`config.mk`:
```
export PLATFORM = sky130hd
export DESIGN_NAME = io_event_arbiter
export DESIGN_NICKNAME = d
export VERILOG_FILES = /design/src/rtl/io_evt_pkg.sv /design/src/rtl/io_evt_fifo.sv /design/src/rtl/io_event_arbiter.sv
export SDC_FILE = /design/constraint.sdc
export NUM_CORES = 1
export LEC_CHECK = 0
export CELL_PAD_IN_SITES_DETAIL_PLACEMENT = 1
export CELL_PAD_IN_SITES_GLOBAL_PLACEMENT = 1
export CORE_MARGIN = 4
export CORE_UTILIZATION = 52
export CTS_CLUSTER_SIZE = 20
export DETAILED_ROUTE_END_ITERATION = 10
export GPL_ROUTABILITY_DRIVEN = 0
export PLACE_DENSITY_LB_ADDON = 0.1
export SKIP_CTS_REPAIR_TIMING = 1
export SYNTH_ARGS = -nofsm -noshare
export SYNTH_HDL_FRONTEND = slang
export SYNTH_SLANG_ARGS = --single-unit
```
`constraint.sdc`:
```
create_clock -name clk -period 13.8 [get_ports clk]
set_input_delay 4.14 -clock clk [delete_from_list [all_inputs] [get_ports clk]]
set_output_delay 4.14 -clock clk [all_outputs]
set_load 0.02 [all_outputs]
```
`src/rtl/io_evt_pkg.sv`:
```
// Shared definitions for the I/O event path: event-word layout, type codes
// and the overflow-counter ceiling.
package io_evt_pkg;

    // Event-word field positions
    localparam int unsigned EVT_TYPE_MSB    = 31;
    localparam int unsigned EVT_TYPE_LSB    = 24;
    localparam int unsigned EVT_PAYLOAD_MSB = 7;
    localparam int unsigned EVT_PAYLOAD_LSB = 0;

    // Event type codes
    localparam logic [7:0] EVT_KEY   = 8'd1;
    localparam logic [7:0] EVT_TIMER = 8'd2;

    localparam logic [7:0] OVF_MAX = 8'd255;

    // Add up to 15 drops to an 8-bit counter, clamping at OVF_MAX.
    function automatic logic [7:0] sat_add8(input logic [7:0] base, input logic [3:0] inc);
        logic [8:0] sum;
        sum = {1'b0, base} + {5'b0, inc};
        return (sum > {1'b0, OVF_MAX}) ? OVF_MAX : sum[7:0];
    endfunction

endpackage

```
`src/rtl/io_evt_fifo.sv`:
```
// Circular-buffer FIFO holding serialised event words; head is forced to zero
// while empty so consumers never see stale data.
module io_evt_fifo #(
    parameter int unsigned W     = 32,
    parameter int unsigned DEPTH = 8
) (
    input  logic                       clk,
    input  logic                       rst,
    input  logic                       push,
    input  logic [W-1:0]               push_data,
    input  logic                       pop,
    output logic [W-1:0]               head,
    output logic [$clog2(DEPTH):0]     count,
    output logic                       full,
    output logic                       empty
);

    localparam int unsigned AW = $clog2(DEPTH);
    localparam int unsigned CW = AW + 1;

    logic [W-1:0]  mem [DEPTH];
    logic [AW-1:0] wr_ptr_q;
    logic [AW-1:0] rd_ptr_q;
    logic [CW-1:0] count_q;
    logic          do_push;
    logic          do_pop;

    assign full    = (count_q == CW'(DEPTH));
    assign empty   = (count_q == '0);
    assign do_push = push && !full;
    assign do_pop  = pop && !empty;
    assign count   = count_q;
    assign head    = empty ? '0 : mem[rd_ptr_q];

    // Pointers wrap naturally; count tracks occupancy with one extra bit for full
    always_ff @(posedge clk or posedge rst) begin
        if (rst) begin
            wr_ptr_q <= '0;
            rd_ptr_q <= '0;
            count_q  <= '0;
        end else begin
            if (do_push) wr_ptr_q <= wr_ptr_q + 1'b1;
            if (do_pop)  rd_ptr_q <= rd_ptr_q + 1'b1;
            case ({do_push, do_pop})
                2'b10:   count_q <= count_q + 1'b1;
                2'b01:   count_q <= count_q - 1'b1;
                default: count_q <= count_q;
            endcase
        end
    end

    // Storage needs no reset: head is masked while empty
    always_ff @(posedge clk) begin
        if (do_push) mem[wr_ptr_q] <= push_data;
    end

endmodule

```
`src/rtl/io_event_arbiter.sv`:
```
// Latches one-cycle event pulses per source, serialises them round-robin
// into a FIFO and presents the head to the CPU with a level interrupt.
module io_event_arbiter
    import io_evt_pkg::*;
#(
    parameter int unsigned NSRC  = 4,
    parameter int unsigned DEPTH = 8,
    parameter int unsigned W     = 32
) (
    input  logic                   clk,
    input  logic                   rst,
    input  logic [NSRC-1:0]        src_irq,
    input  logic [NSRC*W-1:0]      src_data,
    output logic                   cpu_irq,
    output logic [W-1:0]           cpu_data,
    input  logic                   cpu_ack,
    input  logic                   clr_ovf,
    output logic [7:0]             ovf_cnt,
    output logic [NSRC-1:0]        pending,
    output logic [$clog2(DEPTH):0] fifo_level
);

    localparam int unsigned PW = $clog2(NSRC);

    logic [W-1:0]    slot_q [NSRC];
    logic [NSRC-1:0] pend_q, pend_d;
    logic [PW-1:0]   rr_ptr_q;
    logic [7:0]      ovf_q, ovf_d;
    logic [NSRC-1:0] latch_en;
    logic [NSRC-1:0] gnt_vec;
    logic [3:0]      drop_cnt;
    logic [PW-1:0]   gnt_idx;
    logic            found;
    logic            grant;
    logic            fifo_full;
    logic            fifo_empty;

    // Round-robin search starting just after the last winner
    always_comb begin
        int unsigned sum;
        logic [PW-1:0] cand;
        found   = 1'b0;
        gnt_idx = rr_ptr_q;
        sum     = 0;
        cand    = '0;
        for (int unsigned off = 1; off <= NSRC; off++) begin
            sum = 32'(rr_ptr_q) + off;
            if (sum >= NSRC) sum = sum - NSRC;
            cand = PW'(sum);
            if (!found && pend_q[cand]) begin
                found   = 1'b1;
                gnt_idx = cand;
            end
        end
        // Full is judged on the current count; a same-cycle pop does not help
        grant = found && !fifo_full;
    end

    // Per-source capture decisions and drop accounting
    always_comb begin
        gnt_vec  = '0;
        latch_en = '0;
        pend_d   = pend_q;
        drop_cnt = '0;
        for (int unsigned i = 0; i < NSRC; i++) begin
            gnt_vec[i]  = grant && (gnt_idx == PW'(i));
            // A slot being drained this cycle can accept a new word
            latch_en[i] = src_irq[i] && (!pend_q[i] || gnt_vec[i]);
            pend_d[i]   = src_irq[i] || (pend_q[i] && !gnt_vec[i]);
            if (src_irq[i] && pend_q[i] && !gnt_vec[i]) drop_cnt = drop_cnt + 4'd1;
        end
        ovf_d = sat_add8(clr_ovf ? 8'd0 : ovf_q, drop_cnt);
    end

    // Capture slots, pending flags, arbitration pointer and overflow counter
    always_ff @(posedge clk or posedge rst) begin
        if (rst) begin
            for (int unsigned i = 0; i < NSRC; i++) slot_q[i] <= '0;
            pend_q   <= '0;
            rr_ptr_q <= PW'(NSRC - 1);
            ovf_q    <= '0;
        end else begin
            for (int unsigned i = 0; i < NSRC; i++) begin
                if (latch_en[i]) slot_q[i] <= src_data[i*W +: W];
            end
            pend_q <= pend_d;
            ovf_q  <= ovf_d;
            if (grant) rr_ptr_q <= gnt_idx;
        end
    end

    io_evt_fifo #(
        .W     (W),
        .DEPTH (DEPTH)
    ) u_fifo (
        .clk       (clk),
        .rst       (rst),
        .push      (grant),
        .push_data (slot_q[gnt_idx]),
        .pop       (cpu_ack),
        .head      (cpu_data),
        .count     (fifo_level),
        .full      (fifo_full),
        .empty     (fifo_empty)
    );

    assign cpu_irq = !fifo_empty;
    assign ovf_cnt = ovf_q;
    assign pending = pend_q;

endmodule

```
==> impl_metrics.tcl <==
set metrics [dict create \
    status "completed" \
    antenna_found_initial 0 \
    synthXorXnorAreaFrac_pct 0.7215 \
    num_vias 9014 \
    fin_crit_ns 7.800 \
    die_h_um 188.8 \
    die_x_um 188.8 \
    initialDrtViolationCount 502 \
    skew_ns 0.01748 \
    rsz0062_at_grt "false" \
    synth_area_leader_cell "edfxtp_1" \
    instances_no_fill 1564 \
    cp-end-kind "output port" \
    ys_top_cells_by_count "256 x edfxtp_1, 150 x dfrtp_1, 96 x mux4_2" \
    p_leak_uw 0.007677 \
    num_antenna_cells 0 \
    cts_tree "yes" \
    rows 65 \
    clock-root-buffer "clkbuf_16" \
    synth_top_area_share_pct 45.24 \
    powerDensity_mw_per_mm2 308.3 \
    grt_usage_pct 22.99 \
    drc 0 \
    hold_viol_final 0 \
    worstPathRequired_ns 9.66 \
    setup_tns_ns 0 \
    cts_sinks 408 \
    final_antenna_net_count 0 \
    dieArea_mm2 0.03564 \
    ctsLongestPathBuffers 3 \
    clk_latency_ns 0.53 \
    synthArstFlopShare_pct 37.25 \
    fin_nets 1244 \
    overflow 0 \
    ctsHtreeMaxLevel 2 \
    avgSynthCellArea_um2 19.01 \
    syn_to_final_growth_pct 21.43 \
    slew_viol_final 0 \
    synthMuxAreaShare_pct 24.06 \
    io_pins 185 \
    fill_cells 2759 \
    ys_seq_area_share_pct 67.63 \
    finalSetupViolations 0 \
    fin_crit_sh_pct 56.52 \
    worstSetupPathType "flop to output port" \
    synthesis.nets 1043 \
    synth_edf_count 256 \
    yosys.area_share.adder_pct 1.046 \
    postSynthCellCount 894 \
    wl_per_cell_um 25.78 \
    ir_drop_mv 0.1754 \
    crit_fanout 48 \
    initial_core_util_pct 53.30 \
    tightest_slew_ns 1.185 \
    dp_cells 1485 \
    synth-seq-cells 408 \
    yosysWarnings 0 \
    syn_area_mm2 0.01699 \
    arrival_ns 3.66 \
    start_kind "flop" \
    place_hpwl_um 24120 \
    portBuffers 184 \
    core_mm2 0.03188 \
    netlist_top_cells_area "edfxtp_1 45%, dfrtp_1 22%, mux4_2 13%" \
    synth_flop_cell "edfxtp_1" \
    drt_first_pass_iters 5 \
    grt_pass1_wl_um 62560 \
    cts_buffers 43 \
    min_path_type "flop to flop" \
    layout-drive-gt1-share_pct 28.34 \
    cts.clk_slew.worst_paths_ns 0.06 \
    grt_max_degree 82 \
    max_cap_viol_count 0 \
    max_freq_mhz 128.2 \
    synth_top_family_by_area "multiplexers" \
    routed_wl_um 40320 \
    grt_pass1_vias 10280 \
    via_per_inst 5.763 \
    maxSlewHeadroom_pct 20.56 \
    ys_types 52 \
    yosysMostFrequentCell "edfxtp_1" \
    synthSimpleGateAreaFrac_pct 3.276 \
    synth_compound_area_share_pct 1.384 \
]
## placed cells by master, fill, tap and decap left out, types with 9 or more instances in the layout
master,netlist,final
mux2_4,30,30
mux2i_1,35,35
clkbuf_1,13,14
dfrtp_1,150,147
nor2b_1,10,10
mux4_2,96,96
buf_4,3,16
clkbuf_16,0,45
inv_1,10,9
nand2_1,25,24
mux2_1,9,9
clkdlybuf4s50_1,0,184
edfxtp_1,256,256
mux2_2,91,91
nor2_1,40,39
ha_1,11,11
## kinds of logic (layout without fill, tap and decap cells)
kind of cell | count (synthesis) | after routing
flops | 408 | 408
mux | 261 | 261
simple gates | 109 | 109
buf+inv | 55 | 290
compound gates | 33 | 33
xor+xnor | 14 | 14
fa+ha+maj | 13 | 13
other cells | 1 | 1
## flip-flops by register name, indices dropped and copies added (netlist names)
signal and flops:
u_fifo.mem 256, slot_q 128, ovf_cnt 8, pending 4, u_fifo.count 4, u_fifo.rd_ptr_q 3, u_fifo.wr_ptr_q 3, rr_ptr_q 2
## per-stage QoR
| stage | hold WS, ns | utilization, % | instance area [um2] | setup WS, ns | total power [uW] |
|---|---|---|---|---|---|
| 2_1_floorplan | 0.4587 | - | 16990 | 5.570 | 4313 |
| 6_report | 0.4907 | 64.73 | 20640 | 6.000 | 6362 |
| 4_1_cts | 0.4922 | 64.73 | 20640 | 5.881 | 6426 |
| 5_1_grt | 0.5118 | 64.73 | 20640 | 5.749 | 6703 |
| 3_3_place_gp | 0.4713 | 60.54 | 19300 | 6.435 | 5155 |
| 3_5_place_dp | 0.4798 | 60.54 | 19300 | 6.318 | 5283 |
## per-layer routing
metal	track usage (%)	vias to the layer above	share of wire, %
li1	-	3893	-
met1	31.94	4803	43
met2	38.79	267	50
met3	4.428	51	5.2
met4	4.484	0	1.6
met5	0	-	0
## report_power, final
group / switching [uW] / leakage, uW / internal (uW)
clock: 458 / 0.000653 / 638
sequential: 259 / 0.00414 / 2260
combinational: 1500 / 0.00289 / 1240
## final timing paths
kind | start | to | slack [ns] | cells after the start
worst max-delay path | u_fifo.rd_ptr_q[0] | cpu_data[19] | 6.00 | 5
worst min-delay path | slot_q[3] | slot_q[3] | 0.49 | 1
worst max register to register | pending[2] | ovf_cnt[7] | 9.18 | 16
worst min register to register | slot_q[3] | slot_q[3] | 0.49 | 1
max in group asynchronous | rst | u_fifo.rd_ptr_q[0] | 8.08 | 3
min in group asynchronous | rst | pending[0] | 4.14 | 2
## critical path, cell delays in order (launching register included)
cell and delay (ns):
dfrtp_4 0.67, buf_4 0.81, mux4_2 0.64, mux2i_1 0.28, nor2_1 0.10, clkdlybuf4s50_1 0.59
## cell type report
class / count / area (um2) / area share, %
flip-flops and latches: 408 / 11500 / 55.73
inverters: 11 / 46.29 / 0.2243
clock inverters: 16 / 102.6 / 0.4972
well taps: 435 / 544.3 / 2.637
multi-input cells: 431 / 5248 / 25.43
repair buffers: 200 / 1962 / 9.507
clock buffers: 63 / 1234 / 5.978
Note: power is estimated with default switching activity, not from simulation.
